==> config.mk <==
export PLATFORM = sky130hd
export DESIGN_NAME = jtvigil_prog
export DESIGN_NICKNAME = d
export VERILOG_FILES = /design/src/rtl/jtvigil_prog_pkg.sv /design/src/rtl/jtvigil_prog_fifo.sv /design/src/rtl/jtvigil_prog.sv
export SDC_FILE = /design/constraint.sdc
export NUM_CORES = 1
export LEC_CHECK = 0
export CAP_MARGIN = 20
export CORE_MARGIN = 10
export CORE_UTILIZATION = 50
export DETAILED_ROUTE_END_ITERATION = 8
export PLACE_DENSITY = 0.74
export SYNTH_ARGS = -nofsm -noshare
export SYNTH_HDL_FRONTEND = slang
export SYNTH_SLANG_ARGS = --single-unit
==> constraint.sdc <==
create_clock -name clk -period 3.9 [get_ports clk]
set_clock_uncertainty 0.1 [all_clocks]
set_input_delay 0.78 -clock clk [delete_from_list [all_inputs] [get_ports clk]]
set_output_delay 0.78 -clock clk [all_outputs]
set_load 0.005 [all_outputs]
==> src/rtl/jtvigil_prog_pkg.sv <==
// Shared constants, FSM encoding and buffered-write entry layout for the
// Vigilante ROM download front-end.
package jtvigil_prog_pkg;

    localparam logic [24:0] BA1_START = 25'h40000;
    localparam logic [24:0] BA2_START = 25'h60000;
    localparam logic [24:0] BA3_START = 25'hE0000;
    localparam logic [24:0] ROM_END   = 25'h1E0000;

    typedef enum logic [1:0] {
        ST_IDLE  = 2'd0,
        ST_WRITE = 2'd1,
        ST_GAP   = 2'd2
    } state_t;

    typedef struct packed {
        logic [1:0]  ba;
        logic [21:0] addr;
        logic [1:0]  mask;
        logic [7:0]  data;
    } entry_t;

    localparam int ENTRY_W = $bits(entry_t);

    // Graphics banks move bit 5 down to bit 2 so a 32-bit fetch covers contiguous pixels.
    function automatic logic [22:0] gfx_swizzle(input logic [22:0] off);
        return {off[22:6], off[4:2], off[5], off[1:0]};
    endfunction

endpackage

==> src/rtl/jtvigil_prog_fifo.sv <==
// Two-entry FIFO for pending SDRAM writes; a push into a full FIFO is
// accepted only when a pop frees a slot in the same cycle.
module jtvigil_prog_fifo
    import jtvigil_prog_pkg::*;
(
    input  logic               clk,
    input  logic               rst,
    input  logic               i_push,
    input  logic [ENTRY_W-1:0] i_din,
    input  logic               i_pop,
    output logic [ENTRY_W-1:0] o_dout,
    output logic               o_full,
    output logic               o_empty
);

    logic [ENTRY_W-1:0] r_mem [2];
    logic               r_wptr;
    logic               r_rptr;
    logic [1:0]         r_count;
    logic               w_do_push;
    logic               w_do_pop;

    assign o_full    = (r_count == 2'd2);
    assign o_empty   = (r_count == 2'd0);
    assign w_do_pop  = i_pop & ~o_empty;
    assign w_do_push = i_push & (~o_full | w_do_pop);
    assign o_dout    = r_mem[r_rptr];

    always_ff @(posedge clk) begin
        if (w_do_push) begin
            r_mem[r_wptr] <= i_din;
        end
    end

    always_ff @(posedge clk) begin
        if (rst) begin
            r_wptr  <= 1'b0;
            r_rptr  <= 1'b0;
            r_count <= 2'd0;
        end else begin
            if (w_do_push) r_wptr <= ~r_wptr;
            if (w_do_pop)  r_rptr <= ~r_rptr;
            r_count <= r_count + {1'b0, w_do_push} - {1'b0, w_do_pop};
        end
    end

endmodule

==> src/rtl/jtvigil_prog.sv <==
// Converts the byte-wide ioctl download stream into banked SDRAM programming
// writes with a prog_we/prog_ack handshake and a two-entry write buffer.
module jtvigil_prog
    import jtvigil_prog_pkg::*;
(
    input  logic        clk,
    input  logic        rst,
    input  logic        downloading,
    input  logic [24:0] ioctl_addr,
    input  logic [7:0]  ioctl_dout,
    input  logic        ioctl_wr,
    output logic [21:0] prog_addr,
    output logic [15:0] prog_data,
    output logic [1:0]  prog_mask,
    output logic [1:0]  prog_ba,
    output logic        prog_we,
    input  logic        prog_ack,
    output logic        dwnld_busy,
    output logic        overflow
);

    logic [1:0]  w_ba;
    logic [22:0] w_off;
    logic [22:0] w_offs;
    entry_t      w_entry;
    entry_t      w_head;
    logic        w_full;
    logic        w_empty;
    logic        w_pop;
    logic        w_drop;

    logic        r_dec_valid;
    entry_t      r_dec_entry;
    state_t      r_state;
    logic [21:0] r_addr;
    logic [15:0] r_data;
    logic [1:0]  r_mask;
    logic [1:0]  r_ba;
    logic        r_we;
    logic        r_overflow;
    logic        r_dl_prev;

    always_comb begin
        w_ba  = 2'd0;
        w_off = ioctl_addr[22:0];
        if (ioctl_addr < BA1_START) begin
            w_ba  = 2'd0;
            w_off = ioctl_addr[22:0];
        end else if (ioctl_addr < BA2_START) begin
            w_ba  = 2'd1;
            w_off = 23'(ioctl_addr - BA1_START);
        end else if (ioctl_addr < BA3_START) begin
            w_ba  = 2'd2;
            w_off = 23'(ioctl_addr - BA2_START);
        end else begin
            w_ba  = 2'd3;
            w_off = 23'(ioctl_addr - BA3_START);
        end
        w_offs       = w_ba[1] ? gfx_swizzle(w_off) : w_off;
        w_entry.ba   = w_ba;
        w_entry.addr = w_offs[22:1];
        w_entry.mask = w_offs[0] ? 2'b01 : 2'b10;
        w_entry.data = ioctl_dout;
    end

    always_ff @(posedge clk) begin
        if (rst) begin
            r_dec_valid <= 1'b0;
            r_dec_entry <= '0;
        end else begin
            r_dec_valid <= ioctl_wr & downloading & (ioctl_addr < ROM_END);
            r_dec_entry <= w_entry;
        end
    end

    assign w_pop  = (r_state == ST_WRITE) & prog_ack;
    assign w_drop = r_dec_valid & w_full & ~w_pop;

    jtvigil_prog_fifo u_fifo (
        .clk     (clk),
        .rst     (rst),
        .i_push  (r_dec_valid),
        .i_din   (r_dec_entry),
        .i_pop   (w_pop),
        .o_dout  (w_head),
        .o_full  (w_full),
        .o_empty (w_empty)
    );

    always_ff @(posedge clk) begin
        if (rst) begin
            r_state <= ST_IDLE;
            r_we    <= 1'b0;
            r_addr  <= '0;
            r_data  <= '0;
            r_mask  <= 2'b11;
            r_ba    <= 2'd0;
        end else begin
            case (r_state)
                ST_IDLE: begin
                    if (!w_empty) begin
                        r_addr  <= w_head.addr;
                        r_data  <= {w_head.data, w_head.data};
                        r_mask  <= w_head.mask;
                        r_ba    <= w_head.ba;
                        r_we    <= 1'b1;
                        r_state <= ST_WRITE;
                    end
                end
                ST_WRITE: begin
                    if (prog_ack) begin
                        r_we    <= 1'b0;
                        r_state <= ST_GAP;
                    end
                end
                default: r_state <= ST_IDLE;
            endcase
        end
    end

    always_ff @(posedge clk) begin
        if (rst) begin
            r_overflow <= 1'b0;
            r_dl_prev  <= 1'b0;
        end else begin
            r_dl_prev <= downloading;
            if (downloading && !r_dl_prev) begin
                r_overflow <= 1'b0;
            end else if (w_drop) begin
                r_overflow <= 1'b1;
            end
        end
    end

    assign prog_addr = r_addr;
    assign prog_data = r_data;
    assign prog_mask = r_mask;
    assign prog_ba   = r_ba;
    assign prog_we   = r_we;
    assign overflow  = r_overflow;
    // The decode stage also counts, so a byte strobed just as downloading drops keeps busy high.
    assign dwnld_busy = downloading | ~w_empty | (r_state != ST_IDLE) | r_dec_valid;

endmodule

* Word-level counts from Yosys, hierarchy flattened
Memory sizes are Yosys's and may differ from the RTL's. A register that Yosys moved wholly into a read port is not among the register bits.
Cells that the tools add are included.
** Word-level totals
- Flip-flop bits (word level) :: 86
- Memory bits (writable) :: 68
- Input port bits :: 38
- Output and inout bits :: 45
- Word-level logic and storage cells :: 76
- Memories kept :: 1
** Memory list
- u_fifo.r_mem :: depth 2, width 34, rd ports 1, clocked after memory_dff 1, wr ports 1, RTL line jtvigil_prog_fifo.sv:16 : logic [ENTRY_W-1:0] r_mem [2];
** Operators by class
- Add/sub/neg operators :: 5
- $lt $le $gt $ge :: 4
- Equal/unequal tests :: 4
- Muxes and demuxes :: 18
- Bitwise operators :: 16
- Reduce and logical (&&, ||, !) cells :: 11
** Operator list (count)
- 23-bit two-way mux :: 3
- 25-bit by 19-bit less-than comparator with 1-bit output, second input constant :: 2
- 23-bit by 19-bit subtractor with 23-bit output, second input constant :: 2
- 25-bit by 20-bit less-than comparator with 1-bit output, second input constant :: 1
- 25-bit by 21-bit less-than comparator with 1-bit output, second input constant :: 1
- 23-bit by 20-bit subtractor with 23-bit output, second input constant :: 1
- 2-bit two-way mux :: 5
- 1-bit AND :: 7
- 1-bit two-way mux :: 7
- 6-bit two-way mux :: 1
- 1-bit NOT :: 5
- 2-bit zero test :: 2
- 2-bit inequality test, second input constant :: 2
- 1-bit bitwise OR :: 4
- 2-bit case mux with 2 select lines :: 1
- 2-bit AND reduction :: 2
- 2-bit nonzero test :: 2
- 2-bit OR reduction :: 2
- 3-bit AND reduction :: 1
- 2-bit by 1-bit adder with 2-bit output :: 1
- 2-bit by 1-bit == test with 1-bit output, second input constant :: 1
- 2-bit == test, second input constant :: 1
- 1-bit case mux with 2 select lines :: 1
- 2-bit by 1-bit subtractor with 2-bit output :: 1
- other kinds (2) :: 2

* Logic depth before layout (Yosys ltp)
- Depth after elaboration :: 7
- Gate-level depth with buffers :: 8
- Mapped depth without buffers :: 8

* Cells and area by module
From an unflattened synthesis, not the netlist that was laid out.
** Second synthesis, totals
- Cells, all modules :: 423
- Area, all modules :: 5301.3 um^2
** By module, submodules not included
- jtvigil_prog_fifo :: times used 1, cells an instance 136, area each 2690.1 um^2, seq. area each 2142.1 um^2
- jtvigil_prog :: times used 1, cells an instance 287, area each 2611.3 um^2, seq. area each 1481.4 um^2

* Worst setup path after synthesis
No wires, ideal clock.
- Path kind :: input-to-reg
- Start :: in prog_ack
- End :: mem u_fifo.r_mem[0][0] in the netlist's numbering, enable pin
- Setup time :: 0.429 ns
- Arrival time :: 2.770 ns
- Data required time :: 3.371 ns
- Setup slack :: 0.601 ns
- Stages on the path :: 3
- Path buffers :: 0
- Cell sequence :: nand3b_1 -> a21boi_1 -> nor2b_1
** Between the ends
- Word-level cells in the longest chain between the ends :: 6
** RTL lines
- start, declared :: RTL line jtvigil_prog.sv:17 : input logic prog_ack,
- 1-bit AND :: RTL line jtvigil_prog.sv:76 : assign w_pop = (r_state == ST_WRITE) & prog_ack;
- 1-bit AND :: RTL line jtvigil_prog_fifo.sv:25 : assign w_do_pop = i_pop & ~o_empty;
- 1-bit bitwise OR :: RTL line jtvigil_prog_fifo.sv:26 : assign w_do_push = i_push & (~o_full | w_do_pop);
- 1-bit AND :: RTL line jtvigil_prog_fifo.sv:26
- via u_fifo.w_do_push :: RTL line jtvigil_prog_fifo.sv:20 : logic w_do_push;
- 1-bit two-way mux :: RTL line jtvigil_prog_fifo.sv:30 : if (w_do_push) begin
- 1-bit two-way mux (implied by the code) :: RTL line jtvigil_prog_fifo.sv:31 : r_mem[r_wptr] <= i_din;
- end, declared :: RTL line jtvigil_prog_fifo.sv:16
The timed path passes the listed nets, and every way through them passes these cells.

* Worst setup path after layout
- Start :: in ioctl_addr[22]
- End :: reg r_dec_entry[29] in the netlist's numbering
** Between the ends
- Word-level cells in the longest chain between the ends :: 4
- Elaborated cells between the ends (all ways) :: 6
- Classes of those cells :: order compare: 3; mux: 3
** RTL lines
- start, declared :: RTL line jtvigil_prog.sv:9 : input logic [24:0] ioctl_addr,
- 25-bit by 20-bit less-than comparator with 1-bit output :: RTL line jtvigil_prog.sv:52 : end else if (ioctl_addr < BA3_START) begin
- 23-bit two-way mux :: RTL line jtvigil_prog.sv:52
- 23-bit two-way mux :: RTL line jtvigil_prog.sv:49 : end else if (ioctl_addr < BA2_START) begin
- 23-bit two-way mux * :: RTL line jtvigil_prog.sv:46 : if (ioctl_addr < BA1_START) begin
- end signal, assigned :: RTL line jtvigil_prog.sv:72 : r_dec_entry <= w_entry;
- end, declared :: RTL line jtvigil_prog.sv:33 : entry_t r_dec_entry;
Every way passes the cells marked *; elsewhere a longest branch is shown, timed or not.
A chain may end at the register's enable or synchronous reset.

==> impl_metrics.prom <==
# TYPE chip_impl_metric gauge
chip_impl_metric{name="met1_routed_length",unit="um"} 3770
chip_impl_metric{name="cp_data_arrival_time",unit="ns"} 3.27
chip_impl_metric{name="avgRoutedWirePerCell",unit="um"} 15.3
chip_impl_metric{name="cts_post_setup_buffers_inserted",unit=""} 0
chip_impl_metric{name="final_cell_count_no_fill",unit=""} 608
chip_impl_metric{name="number_of_cts_inserted_buffers",unit=""} 17
chip_impl_info{name="min-delay-path-class",value="flip-flop to flip-flop"} 1
chip_impl_metric{name="grt_start_max_net_pins",unit=""} 44
chip_impl_info{name="rsz0062_at_grt",value="false"} 1
chip_impl_metric{name="placed_cells_incl_taps",unit=""} 575
chip_impl_metric{name="worstPathMaxFanout",unit=""} 8
chip_impl_metric{name="final_hold_viol_count",unit=""} 0
chip_impl_info{name="critical_path_class",value="primary input to flip-flop"} 1
chip_impl_metric{name="detailedRoute.firstPassIterationCount",unit=""} 4
chip_impl_metric{name="finalWirelength",unit="um"} 9310
chip_impl_info{name="synthFlopType",value="sky130_fd_sc_hd__dfxtp_1"} 1
chip_impl_metric{name="routabilityCongestion",unit=""} 0.772
chip_impl_metric{name="ys_seq_area_share",unit="%"} 70.0
chip_impl_metric{name="dieWidth",unit="um"} 122
chip_impl_metric{name="global_route.overflow_total",unit=""} 0
chip_impl_metric{name="synth-simple-area-share",unit="%"} 9.23
chip_impl_metric{name="clock_tree_sinks",unit=""} 147
chip_impl_metric{name="netlist_instances",unit=""} 383
chip_impl_metric{name="slew_viol_final",unit=""} 0
chip_impl_info{name="combinational_family_with_the_most_area_after_synthesis",value="simple AND/OR/NAND/NOR gates"} 1
chip_impl_metric{name="setup_viol",unit=""} 0
chip_impl_metric{name="cts.repair.resized",unit=""} 0
chip_impl_metric{name="ys_ff_latch",unit=""} 147
chip_impl_metric{name="ys_async_sr_fraction",unit="%"} 0
chip_impl_metric{name="antennaDiodeCount",unit=""} 0
chip_impl_metric{name="post-route-min-period",unit="ns"} 2.94
chip_impl_metric{name="total_power",unit="mW"} 3.36
chip_impl_metric{name="hold_buffers",unit=""} 0
chip_impl_metric{name="layout-drive-gt1-share",unit="%"} 9.75
chip_impl_metric{name="synth_compound_gate_area_share",unit="%"} 7.71
chip_impl_metric{name="clkLatencyLatePin",unit="ns"} 0.52
chip_impl_metric{name="powerDensity",unit="nW/um2"} 503
chip_impl_metric{name="ys.warnings.count",unit=""} 0
chip_impl_metric{name="lkg_pwr",unit="nW"} 2.25
chip_impl_metric{name="row_count",unit=""} 37
chip_impl_metric{name="post-route-period-util",unit="%"} 75.4
chip_impl_metric{name="clk_pin_slew_worst_paths",unit="ns"} 0.06
chip_impl_metric{name="maxSlewHeadroom",unit="%"} 37.6
chip_impl_info{name="r2r_start",value="r_state[0]"} 1
chip_impl_metric{name="detailed_place.area",unit="um2"} 6060
chip_impl_info{name="worstSetupStartpoint",value="ioctl_addr[22]"} 1
chip_impl_info{name="status",value="completed"} 1
chip_impl_metric{name="synth-xor-area-share",unit="%"} 1.01
chip_impl_metric{name="fmax",unit="GHz"} 0.340
chip_impl_info{name="hp-start",value="r_dec_entry[11]"} 1
chip_impl_metric{name="synth-adder-area-share",unit="%"} 1.21
chip_impl_metric{name="antenna_found_initial",unit=""} 0
chip_impl_metric{name="chipHeight",unit="um"} 122
chip_impl_metric{name="postLayoutCellArea",unit="um2"} 6680
chip_impl_info{name="top_layer",value="met4"} 1
chip_impl_metric{name="worst_pin_slew",unit="ns"} 0.933
chip_impl_metric{name="synthesis.nets",unit=""} 426
chip_impl_metric{name="clock_tree.htree_level_count",unit=""} 4
chip_impl_info{name="timing.critical_path.from_type",value="primary input"} 1
chip_impl_metric{name="floorplan.initialDensity",unit="%"} 50.6
chip_impl_metric{name="met3WireLength",unit="um"} 578
chip_impl_metric{name="critical_path_required",unit="ns"} 4.23
chip_impl_metric{name="wire_length_of_the_first_global_routing_pass",unit="um"} 14800
chip_impl_metric{name="place.port_buffers",unit=""} 82
chip_impl_metric{name="drtAntennaViolNets",unit=""} 0
chip_impl_metric{name="pin_count",unit=""} 83
chip_impl_metric{name="core",unit="um2"} 10200
chip_impl_metric{name="cts_max_path_buffers",unit=""} 2
chip_impl_metric{name="hold_slack",unit="ns"} 0.323
chip_impl_metric{name="area_growth_syn_to_layout",unit="%"} 28.9
chip_impl_metric{name="global_route.usage.total",unit="%"} 12.9
chip_impl_metric{name="worst_ir_drop_vdd",unit="mV"} 0.273
chip_impl_metric{name="wl_met2",unit="um"} 4780
chip_impl_metric{name="detail_route.iter0.violations",unit=""} 156
chip_impl_metric{name="drc",unit=""} 0
chip_impl_metric{name="dp_hpwl",unit="um"} 6130
chip_impl_metric{name="n_fill_cell",unit=""} 775
chip_impl_info{name="worstSetupEndpointType",value="flip-flop"} 1
chip_impl_info{name="cts_tree",value="done"} 1
chip_impl_metric{name="synth.mux.area_fraction",unit="%"} 7.34
chip_impl_metric{name="setup-tns-final",unit="ns"} 0
chip_impl_metric{name="drt-vias-per-instance",unit=""} 5.08
chip_impl_metric{name="synth_cell_types",unit=""} 36
chip_impl_metric{name="postSynthAreaPerCell",unit="um2"} 13.5
chip_impl_metric{name="dieArea",unit="um2"} 14800
chip_impl_metric{name="final_net_count",unit=""} 502
chip_impl_metric{name="detailroute.via_count",unit=""} 3087
chip_impl_metric{name="maxCapViolCount",unit=""} 0
chip_impl_metric{name="synth-edff-count",unit=""} 68
chip_impl_metric{name="synth_area",unit="um2"} 5180
chip_impl_metric{name="number_of_global_route_vias_before_repair",unit=""} 3042
chip_impl_info{name="clk_root_buffer_cell",value="sky130_fd_sc_hd__clkbuf_8"} 1
[routing by layer]
metal,global-route usage (%),vias up
li1,-,1542
met1,14.0,1442
met2,22.0,86
met3,4.44,17
met4,6.18,0
met5,0,-
[critical path, cell delays in order]
cell and delay, ns:
sky130_fd_sc_hd__clkdlybuf4s50_1 0.46, sky130_fd_sc_hd__or4_4 0.56, sky130_fd_sc_hd__a211oi_1 0.35, sky130_fd_sc_hd__ha_1 0.34
sky130_fd_sc_hd__a31oi_1 0.28, sky130_fd_sc_hd__a21boi_0 0.22, sky130_fd_sc_hd__a211oi_1 0.07, sky130_fd_sc_hd__a211oi_1 0.20
[per-stage QoR]
stage / worst slack (ns) / utilization, %
CTS: 1.01 / 65.0
global placement: 0.595 / 59.2
floorplan: 0.601 / -
detailed placement: 0.455 / 59.2
global route: 0.799 / 65.3
finish: 0.960 / 65.3
[cell usage in the layout, fill, tap and decap left out, types with 2 or more instances in the layout]
| cell type | Yosys | layout |
|---|---|---|
| sky130_fd_sc_hd__clkdlybuf4s50_1 | 0 | 81 |
| sky130_fd_sc_hd__dfxtp_1 | 79 | 78 |
| sky130_fd_sc_hd__edfxtp_1 | 68 | 68 |
| sky130_fd_sc_hd__nor2_1 | 51 | 51 |
| sky130_fd_sc_hd__mux2i_1 | 38 | 38 |
| sky130_fd_sc_hd__a211oi_1 | 37 | 37 |
| sky130_fd_sc_hd__nor2b_1 | 26 | 25 |
| sky130_fd_sc_hd__clkbuf_16 | 0 | 16 |
| sky130_fd_sc_hd__inv_6 | 0 | 8 |
| sky130_fd_sc_hd__buf_4 | 8 | 6 |
| sky130_fd_sc_hd__ha_1 | 5 | 5 |
| sky130_fd_sc_hd__inv_1 | 4 | 4 |
| sky130_fd_sc_hd__nor3_1 | 4 | 4 |
| sky130_fd_sc_hd__xnor2_1 | 4 | 4 |
| sky130_fd_sc_hd__a21oi_1 | 4 | 4 |
| sky130_fd_sc_hd__nor4_1 | 3 | 3 |
| sky130_fd_sc_hd__nand2_1 | 3 | 3 |
| sky130_fd_sc_hd__clkinvlp_4 | 0 | 3 |
| sky130_fd_sc_hd__a21o_1 | 2 | 2 |
| sky130_fd_sc_hd__or3_1 | 2 | 2 |
| sky130_fd_sc_hd__a31oi_1 | 2 | 2 |
| sky130_fd_sc_hd__a211o_1 | 2 | 2 |
| sky130_fd_sc_hd__xor2_1 | 2 | 2 |
| sky130_fd_sc_hd__clkbuf_8 | 0 | 2 |
| sky130_fd_sc_hd__bufinv_16 | 0 | 2 |
[power by group]
group / leakage, nW / switching [mW] / internal [mW]
Combinational: 0.723 / 0.0468 / 0.0606
Sequential: 1.25 / 0.0118 / 1.64
Clock: 0.283 / 0.655 / 0.948
Total: 2.25 / 0.714 / 2.65
[worst paths after layout]
kind                         end  cells past startpoint  slack (ns)
min reg2reg  u_fifo.r_mem[0][11]                      0        0.32
max              r_dec_entry[29]                      8        0.96
min          u_fifo.r_mem[0][11]                      0        0.32
max reg2reg   u_fifo.r_mem[0][9]                      4        1.63
[flip-flops by register name, summed over array words and instances (netlist names), 2 cells and up, named ones only]
register and count:
prog_addr 22, prog_ba 2, prog_data 8, prog_mask 2, r_dec_entry 34, r_state 2, u_fifo.r_count 2, u_fifo.r_mem 68
[logic make-up (layout without fill, tap and decap cells)]
kind of cell | after synthesis | count (layout)
AO/OA/AOI/OAI | 54 | 54
multiplexers | 38 | 38
buffers and inverters | 36 | 125
XOR/XNOR | 6 | 6
adder cells (fa/ha/maj) | 5 | 5
AND/OR/NAND/NOR | 97 | 97
flip-flops | 147 | 147
[synthesized netlist by cell type (3+ instances only)]
cell type                  count  area [um2]
sky130_fd_sc_hd__inv_1         4        15.0
sky130_fd_sc_hd__a211oi_1     37         278
sky130_fd_sc_hd__buf_4         8        60.1
sky130_fd_sc_hd__nor2_1       51         191
sky130_fd_sc_hd__ha_1          5        62.6
sky130_fd_sc_hd__buf_2         3        15.0
sky130_fd_sc_hd__mux2i_1      38         380
sky130_fd_sc_hd__nor2b_1      26         163
sky130_fd_sc_hd__xnor2_1       4        35.0
sky130_fd_sc_hd__dfxtp_1      79        1580
sky130_fd_sc_hd__a21oi_1       4        20.0
sky130_fd_sc_hd__nand2_1       3        11.3
sky130_fd_sc_hd__nor4_1        3        18.8
sky130_fd_sc_hd__edfxtp_1     68        2040
sky130_fd_sc_hd__nor3_1        4        20.0
sky130_fd_sc_hd__clkbuf_1     19        71.3
[final cells by class]
class,count,area [um2],area share [%]
sequential,147,3620,54.3
clock inverter,14,164,2.45
inverter,4,15.0,0.225
multi-input combinational,200,1390,20.8
clock buffer,18,428,6.41
tap,136,170,2.55
timing repair buffer,89,888,13.3
Power figures use the tool's default switching activity.
==> patch (config.mk and constraints unchanged) <==
Encoding of `state_t`: now one-hot (3 bits for 3 states).
--- a/src/rtl/jtvigil_prog_pkg.sv
+++ b/src/rtl/jtvigil_prog_pkg.sv
@@ -8,8 +8,8 @@
     localparam logic [24:0] ROM_END   = 25'h1E0000;
 
-    typedef enum logic [1:0] {
-        ST_IDLE  = 2'd0,
-        ST_WRITE = 2'd1,
-        ST_GAP   = 2'd2
+    typedef enum logic [2:0] {
+        ST_IDLE  = 3'b001,
+        ST_WRITE = 3'b010,
+        ST_GAP   = 3'b100
     } state_t;
 
Check against the original RTL: no difference found for any inputs over 4 cycles, from zero or initial values and one cycle with rst high; so few cycles prove little.
==> patch against the original RTL <==
- synthesized area is 1.2% higher
- die area grew 1.0%
- sequential share of layout area down 0.43 points
- synthesized cell count increased by 1.8%
- setup slack worse by 120 ps
- sequential cell count rose by 1
- utilization is 0.58 points higher
- critical path depth is the same
- total power grew 0.84%
- maximum frequency fell by 4.0%
- design area is 1.3% higher
- wire length increased by 0.97%
- critical endpoint is now r_dec_entry[31]
- largest power group unchanged
==> patch: results (changes against the original RTL) <==
| Metric | Value |
|---|---|
| Async SR Flop Fraction | `0% (unchanged)` |
| Lkg Pwr | `2.32 nW (+3.2%)` |
| Vias in the first global route | `3027 (-0.49%)` |
| Max_slew headroom | `35.8% (-1.8 points)` |
| Synth cell types | `37 (+2.8%)` |
| Nets | `513 (+2.2%)` |
| Placed cell area | `6150 µm² (+1.5%)` |
| Wirelength, routed | `9400 µm (+0.97%)` |
| Post-Syn Area per Cell | `13.4 µm² (-0.61%)` |
| Vias | `3108 (+0.68%)` |
| Placed Cells | `586 (+1.9%)` |
| Dpl hpwl | `6380 µm (+4.0%)` |
| Wire per inst | `15.2 µm (-0.67%)` |
| Fraction of layout cells with a size suffix above 1 | `9.75% (about the same)` |
| Largest net degree at the start of global routing | `53 (+20%)` |
| Sequential cell area fraction in the yosys report | `69.5% (-0.45 points)` |
| Total GRT Usage | `12.8% (-0.075 points)` |
| First-pass GRT wire length | `14700 µm (-0.51%)` |
| Outcome | `finished clean` |
| Yosys warning count | `0 (unchanged)` |
| Crit path max fanout | `5 (-3)` |
| Top cells by instance count after synthesis | `dfxtp_1, edfxtp_1, nor2_1` |
| Critical path's largest stage delay | `590 ps (+30 ps)` |
| Switching power | `630 µW (-12%)` |
| Arrival @ worst endpoint | `3400 ps (+130 ps)` |
| Peak VDD IR | `0.000371 V (+36%)` |
| GPL Wtd Cong | `0.920 (+19%)` |
[patch: worst paths after layout]
| path | from | end | slack (ps) | cells past startpoint |
|---|---|---|---|---|
| max | ioctl_addr[24] | r_dec_entry[31] | 840 | 8 |
| min | r_dec_entry[26] | u_fifo.r_mem[0][26] | 320 | 0 |
| max reg2reg | r_state[2] | u_fifo.r_mem[1][5] | 1780 | 4 |
| min reg2reg | r_dec_entry[26] | u_fifo.r_mem[0][26] | 320 | 0 |
[patch: final cells by class]
cell class	instances	area, µm²
multi-input cells	206	1430
fillers	740	3510
inverters	8	30.0
clock buffers	21	439
flip-flops and latches	148	3640
clock inverters	10	158
repair buffers	89	893
well taps	136	170
[patch: per-stage QoR]
stage	worst slack (ps)	power, mW	hold slack, ps
final	839	3.39	323
after global routing	791	3.51	334
after CTS	870	3.43	325
after detailed placement	328	1.80	311
after global placement	534	1.80	305
after floorplan	774	1.74	304
[patch: metal layers]
layer | track usage, % | vias to the layer above | wire [µm]
li1 | - | 1558 | -
met1 | 12.4 | 1478 | 3540
met2 | 23.4 | 60 | 5160
met3 | 5.28 | 12 | 535
met4 | 5.52 | 0 | 166
met5 | 0 | - | 0
[patch: power groups by stage]
stage          sequential [mW]  combinational, mW  clock (mW)
5_1_grt                   1.66              0.119        1.73
4_1_cts                   1.66              0.111        1.66
3_3_place_gp              1.69              0.107           0
2_1_floorplan             1.69             0.0475           0
6_report                  1.66              0.110        1.62
3_5_place_dp              1.69              0.109           0
[patch: worst reg2reg max path: stages, from the launching register on]
cell	delay, ps
dfxtp_1	360
and4bb_2	360
o21ai_1	210
nor2_4	510
buf_4	300
[patch: cells by family (layout without fill, tap and decap cells)]
family,Yosys count,after routing,share of synthesized area (%)
compound gates,54,54,7.45
xor+xnor,6,6,1.00
fa+ha+maj,5,5,1.19
buf+inv,36,128,3.56
flops,148,148,69.5
mux,39,39,7.45
simple gates,102,102,9.86
